`config.mk`:
```
export PLATFORM = sky130hd
export DESIGN_NAME = st2cl_post_afu
export DESIGN_NICKNAME = d
export VERILOG_FILES = /design/src/rtl/st2cl_pkg.sv /design/src/rtl/st2cl_post_afu_cl_out_reg.sv /design/src/rtl/st2cl_post_afu.sv
export SDC_FILE = /design/constraint.sdc
export NUM_CORES = 2
export LEC_CHECK = 0
export ABC_CLOCK_PERIOD_IN_PS = 3400
export CORE_MARGIN = 2
export CORE_UTILIZATION = 49
export CTS_CLUSTER_DIAMETER = 30
export DETAILED_ROUTE_END_ITERATION = 12
export MAX_ROUTING_LAYER = met4
export PLACE_DENSITY = 0.74
export SLEW_MARGIN = 5
export SYNTH_ARGS = -nofsm -noshare
export SYNTH_HDL_FRONTEND = slang
export SYNTH_SLANG_ARGS = --single-unit
```
`constraint.sdc`:
```
create_clock -name clk -period 3.4 [get_ports clk]
set_clock_uncertainty 0.1 [all_clocks]
set_input_delay 0.34 -clock clk [delete_from_list [all_inputs] [get_ports clk]]
set_output_delay 0.34 -clock clk [all_outputs]
set_load 0.01 [all_outputs]
```
`src/rtl/st2cl_pkg.sv`:
```
// st2cl_pkg
//   Shared constants, header layout and FSM state type for the
//   stream-to-cache-line packer (st2cl_post_afu).
//   Line layout, MSB first:
//     [CL-1 : CL-4]    reserved, always zero
//     [CL-5 : CL-6]    {first, last} flags
//     [CL-7 : CL-16]   number of valid stream words in the line
//     [CL_PAYLOAD-1:0] payload, word k at [CL_PAYLOAD-1-k*ST -: ST],
//                      followed by PAD zero bits at the bottom
package st2cl_pkg;

    localparam int CL         = 512;
    localparam int CL_HEAD    = 16;
    localparam int CL_PAYLOAD = CL - CL_HEAD;
    localparam int ST         = 12;
    localparam int W_LEN      = 10;
    localparam int N_ST       = CL_PAYLOAD / ST;        // 41 words per line
    localparam int PAD        = CL_PAYLOAD - N_ST * ST; // 4 unused bits

    // Word counter must hold 0..N_ST
    localparam int                WCNT_W = 6;
    localparam logic [WCNT_W-1:0] N_ST_W = WCNT_W'(N_ST);

    // Absolute bit positions of the header fields within the line
    localparam int FLAG_HI = CL - 5;
    localparam int LEN_HI  = CL - 7;

    // {first, last} encodings
    localparam logic [1:0] FL_FIRST  = 2'b10;
    localparam logic [1:0] FL_MID    = 2'b00;
    localparam logic [1:0] FL_LAST   = 2'b01;
    localparam logic [1:0] FL_SINGLE = 2'b11;

    typedef enum logic {
        S_IDLE   = 1'b0,
        S_IN_FRM = 1'b1
    } state_t;

    // Build the 16-bit header from the flag pair and the valid-word count.
    // Field positions are taken relative to the bottom of the header.
    function automatic logic [CL_HEAD-1:0] make_header(
        input logic [1:0]        flags,
        input logic [WCNT_W-1:0] cnt
    );
        logic [CL_HEAD-1:0] hdr;
        hdr = '0;
        hdr[FLAG_HI-CL_PAYLOAD -: 2]    = flags;
        hdr[LEN_HI-CL_PAYLOAD -: W_LEN] = W_LEN'(cnt);
        return hdr;
    endfunction

endpackage

```
`src/rtl/st2cl_post_afu_cl_out_reg.sv`:
```
// cl_out_reg
//   Single-entry output holding register with a valid/ready source port.
//   A new entry may be loaded in the same cycle the current one drains,
//   so back-to-back lines flow without a bubble.
//   Ports:
//     clk, rst_n   clock, synchronous active-low reset
//     i_load       load i_data this cycle (only legal when o_in_ready)
//     i_data       entry to be held
//     o_in_ready   register is empty or draining this cycle
//     o_valid      entry held
//     o_data       held entry (stable while o_valid && !i_ready)
//     i_ready      downstream accepts the held entry
import st2cl_pkg::*;

module cl_out_reg #(
    parameter int W = CL
) (
    input  logic         clk,
    input  logic         rst_n,
    input  logic         i_load,
    input  logic [W-1:0] i_data,
    output logic         o_in_ready,
    output logic         o_valid,
    output logic [W-1:0] o_data,
    input  logic         i_ready
);

    logic         r_valid;
    logic [W-1:0] r_data;

    assign o_in_ready = !r_valid || i_ready;
    assign o_valid    = r_valid;
    assign o_data     = r_data;

    always_ff @(posedge clk) begin
        if (!rst_n) begin
            r_valid <= 1'b0;
            r_data  <= '0;
        end else if (i_load) begin
            r_valid <= 1'b1;
            r_data  <= i_data;
        end else if (i_ready) begin
            r_valid <= 1'b0;
        end
    end

endmodule

```
`src/rtl/st2cl_post_afu.sv`:
```
// st2cl_post_afu
//   Packs ST-bit stream words framed by sop/eop into CL-bit cache lines
//   (16-bit header + MSB-first payload) and presents each completed line
//   on a valid/ready source port. A line closes when it holds N_ST words
//   or when the frame ends.
//   Ports:
//     clk, rst_n     clock, synchronous active-low reset
//     sink_valid     stream word valid
//     sink_data      stream word (ST bits)
//     sink_sop       first word of a frame
//     sink_eop       last word of a frame
//     sink_ready     packer accepts a word this cycle
//     source_valid   cache line valid
//     source_data    cache line (header + payload)
//     source_ready   downstream accepts the line
//     frm_err        one-cycle pulse on a framing violation
import st2cl_pkg::*;

module st2cl_post_afu (
    input  logic          clk,
    input  logic          rst_n,
    input  logic          sink_valid,
    input  logic [ST-1:0] sink_data,
    input  logic          sink_sop,
    input  logic          sink_eop,
    output logic          sink_ready,
    output logic          source_valid,
    output logic [CL-1:0] source_data,
    input  logic          source_ready,
    output logic          frm_err
);

    state_t              r_state;
    state_t              w_state_next;
    logic [WCNT_W-1:0]   r_wcnt;
    logic [WCNT_W-1:0]   w_wcnt_next;
    logic [WCNT_W-1:0]   w_wr_idx;
    logic [WCNT_W-1:0]   w_cnt_after;
    logic                r_first_pend;
    logic                w_first_pend_next;
    logic                r_frm_err;
    logic                w_frm_err_next;

    logic                w_accept;
    logic                w_start;
    logic                w_append;
    logic                w_close;
    logic                w_first;
    logic                w_last;
    logic                w_in_ready;
    logic [1:0]          w_flags;

    logic [ST-1:0]       r_acc  [N_ST];
    logic [ST-1:0]       w_slot [N_ST];
    logic [CL_PAYLOAD-1:0] w_payload;
    logic [CL-1:0]       w_line;

    // Every word, closing or not, waits for the output register to have
    // room; that keeps a closing word from ever landing on an undrained line.
    assign sink_ready = w_in_ready;
    assign w_accept   = sink_valid && w_in_ready;
    assign frm_err    = r_frm_err;

    // ------------------------------------------------------------------
    // Next-state / control
    // ------------------------------------------------------------------
    always_comb begin
        w_state_next      = r_state;
        w_wcnt_next       = r_wcnt;
        w_first_pend_next = r_first_pend;
        w_frm_err_next    = 1'b0;
        w_start           = 1'b0;
        w_append          = 1'b0;
        w_close           = 1'b0;
        w_last            = 1'b0;
        w_wr_idx          = r_wcnt;
        w_cnt_after       = r_wcnt + WCNT_W'(1);

        if (w_accept) begin
            case (r_state)
                S_IDLE: begin
                    if (sink_sop) begin
                        w_start = 1'b1;
                    end else begin
                        // Word outside any frame: drop it
                        w_frm_err_next = 1'b1;
                    end
                end
                S_IN_FRM: begin
                    if (sink_sop) begin
                        // Restarted frame: abandon the partial line
                        w_start        = 1'b1;
                        w_frm_err_next = 1'b1;
                    end else begin
                        w_append = 1'b1;
                    end
                end
                default: begin
                    w_state_next = S_IDLE;
                end
            endcase
        end

        if (w_start) begin
            w_wr_idx          = '0;
            w_cnt_after       = WCNT_W'(1);
            w_wcnt_next       = WCNT_W'(1);
            w_first_pend_next = 1'b1;
            w_state_next      = S_IN_FRM;
            w_close           = sink_eop;
        end

        if (w_append) begin
            w_wcnt_next = w_cnt_after;
            w_close     = sink_eop || (w_cnt_after == N_ST_W);
        end

        if (w_close) begin
            w_last            = sink_eop;
            w_wcnt_next       = '0;
            w_first_pend_next = 1'b0;
            w_state_next      = sink_eop ? S_IDLE : S_IN_FRM;
        end
    end

    // A frame that starts and closes on the same word is always "first"
    assign w_first = w_start || r_first_pend;
    assign w_flags = w_first ? (w_last ? FL_SINGLE : FL_FIRST)
                             : (w_last ? FL_LAST   : FL_MID);

    // ------------------------------------------------------------------
    // Accumulator slots: the incoming word merged into the stored words.
    // On a frame start all other slots read as zero so a discarded
    // partial line never leaks into the new one.
    // ------------------------------------------------------------------
    genvar gi;
    generate
        for (gi = 0; gi < N_ST; gi++) begin : g_slot
            logic w_hit;
            assign w_hit = (w_start || w_append) && (w_wr_idx == WCNT_W'(gi));
            assign w_slot[gi] = w_hit   ? sink_data :
                                w_start ? '0        : r_acc[gi];
            assign w_payload[CL_PAYLOAD-1-gi*ST -: ST] = w_slot[gi];
        end
    endgenerate

    assign w_payload[PAD-1:0] = '0;
    assign w_line = {make_header(w_flags, w_cnt_after), w_payload};

    // ------------------------------------------------------------------
    // State registers
    // ------------------------------------------------------------------
    always_ff @(posedge clk) begin
        if (!rst_n) begin
            r_state      <= S_IDLE;
            r_wcnt       <= '0;
            r_first_pend <= 1'b0;
            r_frm_err    <= 1'b0;
        end else begin
            r_state      <= w_state_next;
            r_wcnt       <= w_wcnt_next;
            r_first_pend <= w_first_pend_next;
            r_frm_err    <= w_frm_err_next;
        end
    end

    always_ff @(posedge clk) begin
        if (!rst_n || w_close) begin
            for (int i = 0; i < N_ST; i++) begin
                r_acc[i] <= '0;
            end
        end else begin
            r_acc <= w_slot;
        end
    end

    // ------------------------------------------------------------------
    // Output holding register
    // ------------------------------------------------------------------
    cl_out_reg #(
        .W (CL)
    ) u_out_reg (
        .clk        (clk),
        .rst_n      (rst_n),
        .i_load     (w_close),
        .i_data     (w_line),
        .o_in_ready (w_in_ready),
        .o_valid    (source_valid),
        .o_data     (source_data),
        .i_ready    (source_ready)
    );

endmodule
```
==> metrics.yaml <==
outcome: "finished clean"
arrival_ns: 3.77
drt_iter0_drc: 4439
drc: 0
ys_seq_elements: 1002
powerDensity_mw_per_mm2: 639
grt_overflow: 0
use_met1_pct: 42.2
antenna_left: 0
path_max_fanout: 99
n_fill_cell: 6068
dr.pass1.iters: 7
whs_ns: 0.186
drv_slew: 0
synth_warnings: 0
vias_per_cell: 6.24
cap_violations: 0
syn_area_per_cell_um2: 9.11
rows: 102
clockBufferDepth: 3
ir_drop_mv: 0.455
fmax_ghz: 0.311
numCtsBuffers: 171
relSlewSlack_pct: 19.9
setup_viol_count_final: 0
layout.cells.non_filler: 5759
dp.final_hpwl_um: 80800
dp_slack_ns: -0.00484
ys_seq_area_share_pct: 52.0
grt_pass1_vias: 34100
clkSlewWorstSetupHoldPaths_ns: 0.05
start_kind: "input port"
dp.cells: 5433
io_buffers: 520
io_pins: 533
dieArea_mm2: 0.0809
syn_area_mm2: 0.0386
die_y_um: 285
grt_max_degree: 174
finalCoreUtilization_pct: 65.6
htree_num_levels: 4
clock_latency_ns: 0.76
cts_root_buf: "clkbuf_16"
grtUsageTotal_pct: 32.7
netlist_instances: 4231
final.setup.tns_ns: 0
cts.sinks: 1002
synth_edf_count: 0
die_x_um: 285
drive_gt1_share_pct: 11.2
place.gp.congestion: 0.866
end_kind: "register"
min_period_over_period_pct: 94.5
wirelength_um: 135000
grt_pass1_wl_um: 204000
num_vias: 35900
core-area_mm2: 0.0777
initial_core_util_pct: 49.6
rsz0062_at_grt: "false"
worst_slew_pin_slew_ns: 1.19
cts_tree: "done"
gr-usage-met2_pct: 48.9
nets: 4589
async_reset_ff_share_pct: 0
synth_cell_type_count: 54
busiest_layer: "met2"
wl_per_cell_um: 23.5
hp-class: "input port to register"
antenna_found_initial: 2
synthFlopType: "dfxtp_1"
final.min_clock_period_ns: 3.21
grt_use_met3_pct: 5.23
crit_required_ns: 3.95
crit_type: "input port to register"
finalHoldViolations: 0
fin_ws_ns: 0.187
area_growth_pct: 32.1
leakagePower_nw: 19.9
worst paths after layout:
check                              from                     to  slack, ns  depth (start not counted)
setup / recovery               sink_sop  u_out_reg.o_data[162]       0.19                          9
hold / removal             sink_data[4]              r_acc[64]       0.19                          4
setup reg to reg              r_wcnt[0]  u_out_reg.o_data[110]       0.26                          8
hold reg to reg   u_out_reg.o_data[123]  u_out_reg.o_data[123]       0.36                          2
metrics by stage:
| stage | instance area [um2] | total power, mW |
|---|---|---|
| 6_report | 50900 | 32.6 |
| 5_1_grt | 50900 | 33.4 |
| 4_1_cts | 50900 | 32.7 |
| 3_5_place_dp | 44800 | 14.9 |
| 3_3_place_gp | 44800 | 14.8 |
| 2_1_floorplan | 38600 | 13.6 |
cells in the mapped netlist, drive strengths merged, types with 15 or more instances:
master   instances  area share, %
nand4           15           0.24
nor2b           55           0.89
mux2i           29           0.75
a22oi          144            2.8
o211a           36           0.93
nor3           317            4.1
a31oi           24           0.39
dfxtp         1002             52
buf            186            2.6
a211oi         310            6.0
o21ai           19           0.25
a21oi          463            6.0
a22o           168            3.8
nand2           40           0.39
nor2           505            4.9
o31ai          181            3.5
o2111ai         17           0.39
and3           251            4.1
clkbuf         340            3.3
repair_timing:
action / in CTS / in global routing
endpoints found under the setup margin: 0 / 5
resized for setup: 0 / 1
buffers inserted: 0 / 0
hold buffers: 3 / 0
endpoints found under the hold margin: 12 / 0
flip-flops by register name, indices dropped and copies added (netlist names):
signal             flops
r_acc                492
u_out_reg.o_data     500
u_out_reg.o_valid      1
frm_err                1
r_state                1
r_first_pend           1
r_wcnt                 6
report_power, final:
group / internal (mW) / switching [mW] / leakage [nW]
clock: 11.4 / 6.49 / 2.95
combinational: 0.959 / 1.36 / 8.81
sequential: 12.1 / 0.261 / 8.13
total: 24.5 / 8.11 / 19.9
layer usage:
metal / up-vias / wire length (um)
met5: - / 0
met4: 0 / 7620
met3: 439 / 10400
met2: 1823 / 61300
met1: 17400 / 55800
li1: 16200 / -
cell usage in the layout (no fill, tap or decap), types with 36 or more instances in the layout:
cell	count
nand2_1	39
dfxtp_1	1002
and3_1	251
a211oi_1	310
buf_12	50
o211a_1	36
a22o_1	168
nor2b_1	53
o31ai_1	181
nor2_1	503
buf_4	107
a22oi_1	144
a21oi_1	463
clkbuf_16	171
nor3_1	315
clkdlybuf4s50_1	506
cell type report:
cell class	instances	area, um2	area share (%)
sequential	1002	20100	39.4
multi-input combinational	2709	16400	32.3
timing repair buffer	680	6980	13.7
clock buffer	194	4510	8.84
clock inverter	126	1640	3.21
tap	1040	1300	2.55
inverter	5	28.8	0.0565
antenna	3	7.51	0.0147
logic make-up (layout without fill, tap and decap cells):
logic type	Yosys count	after routing	share of synthesized area [%]
mux	41	41	1.10
xor+xnor	6	6	0.136
compound gates	1373	1373	24.4
buf+inv	531	1005	5.92
simple gates	1275	1275	16.4
fa+ha+maj	2	2	0.0649
other cells	1	15	0.00973
flops	1002	1002	52.0
worst max-delay path, cell delays in order:
cell,delay (ns)
dlygate4sd3_1,0.57
buf_2,0.19
buf_4,0.62
o21ai_0,0.34
nor2_4,0.37
buf_12,0.43
buf_4,0.38
nor3_1,0.09
a211oi_1,0.27
Power figures use the tool's default switching activity.
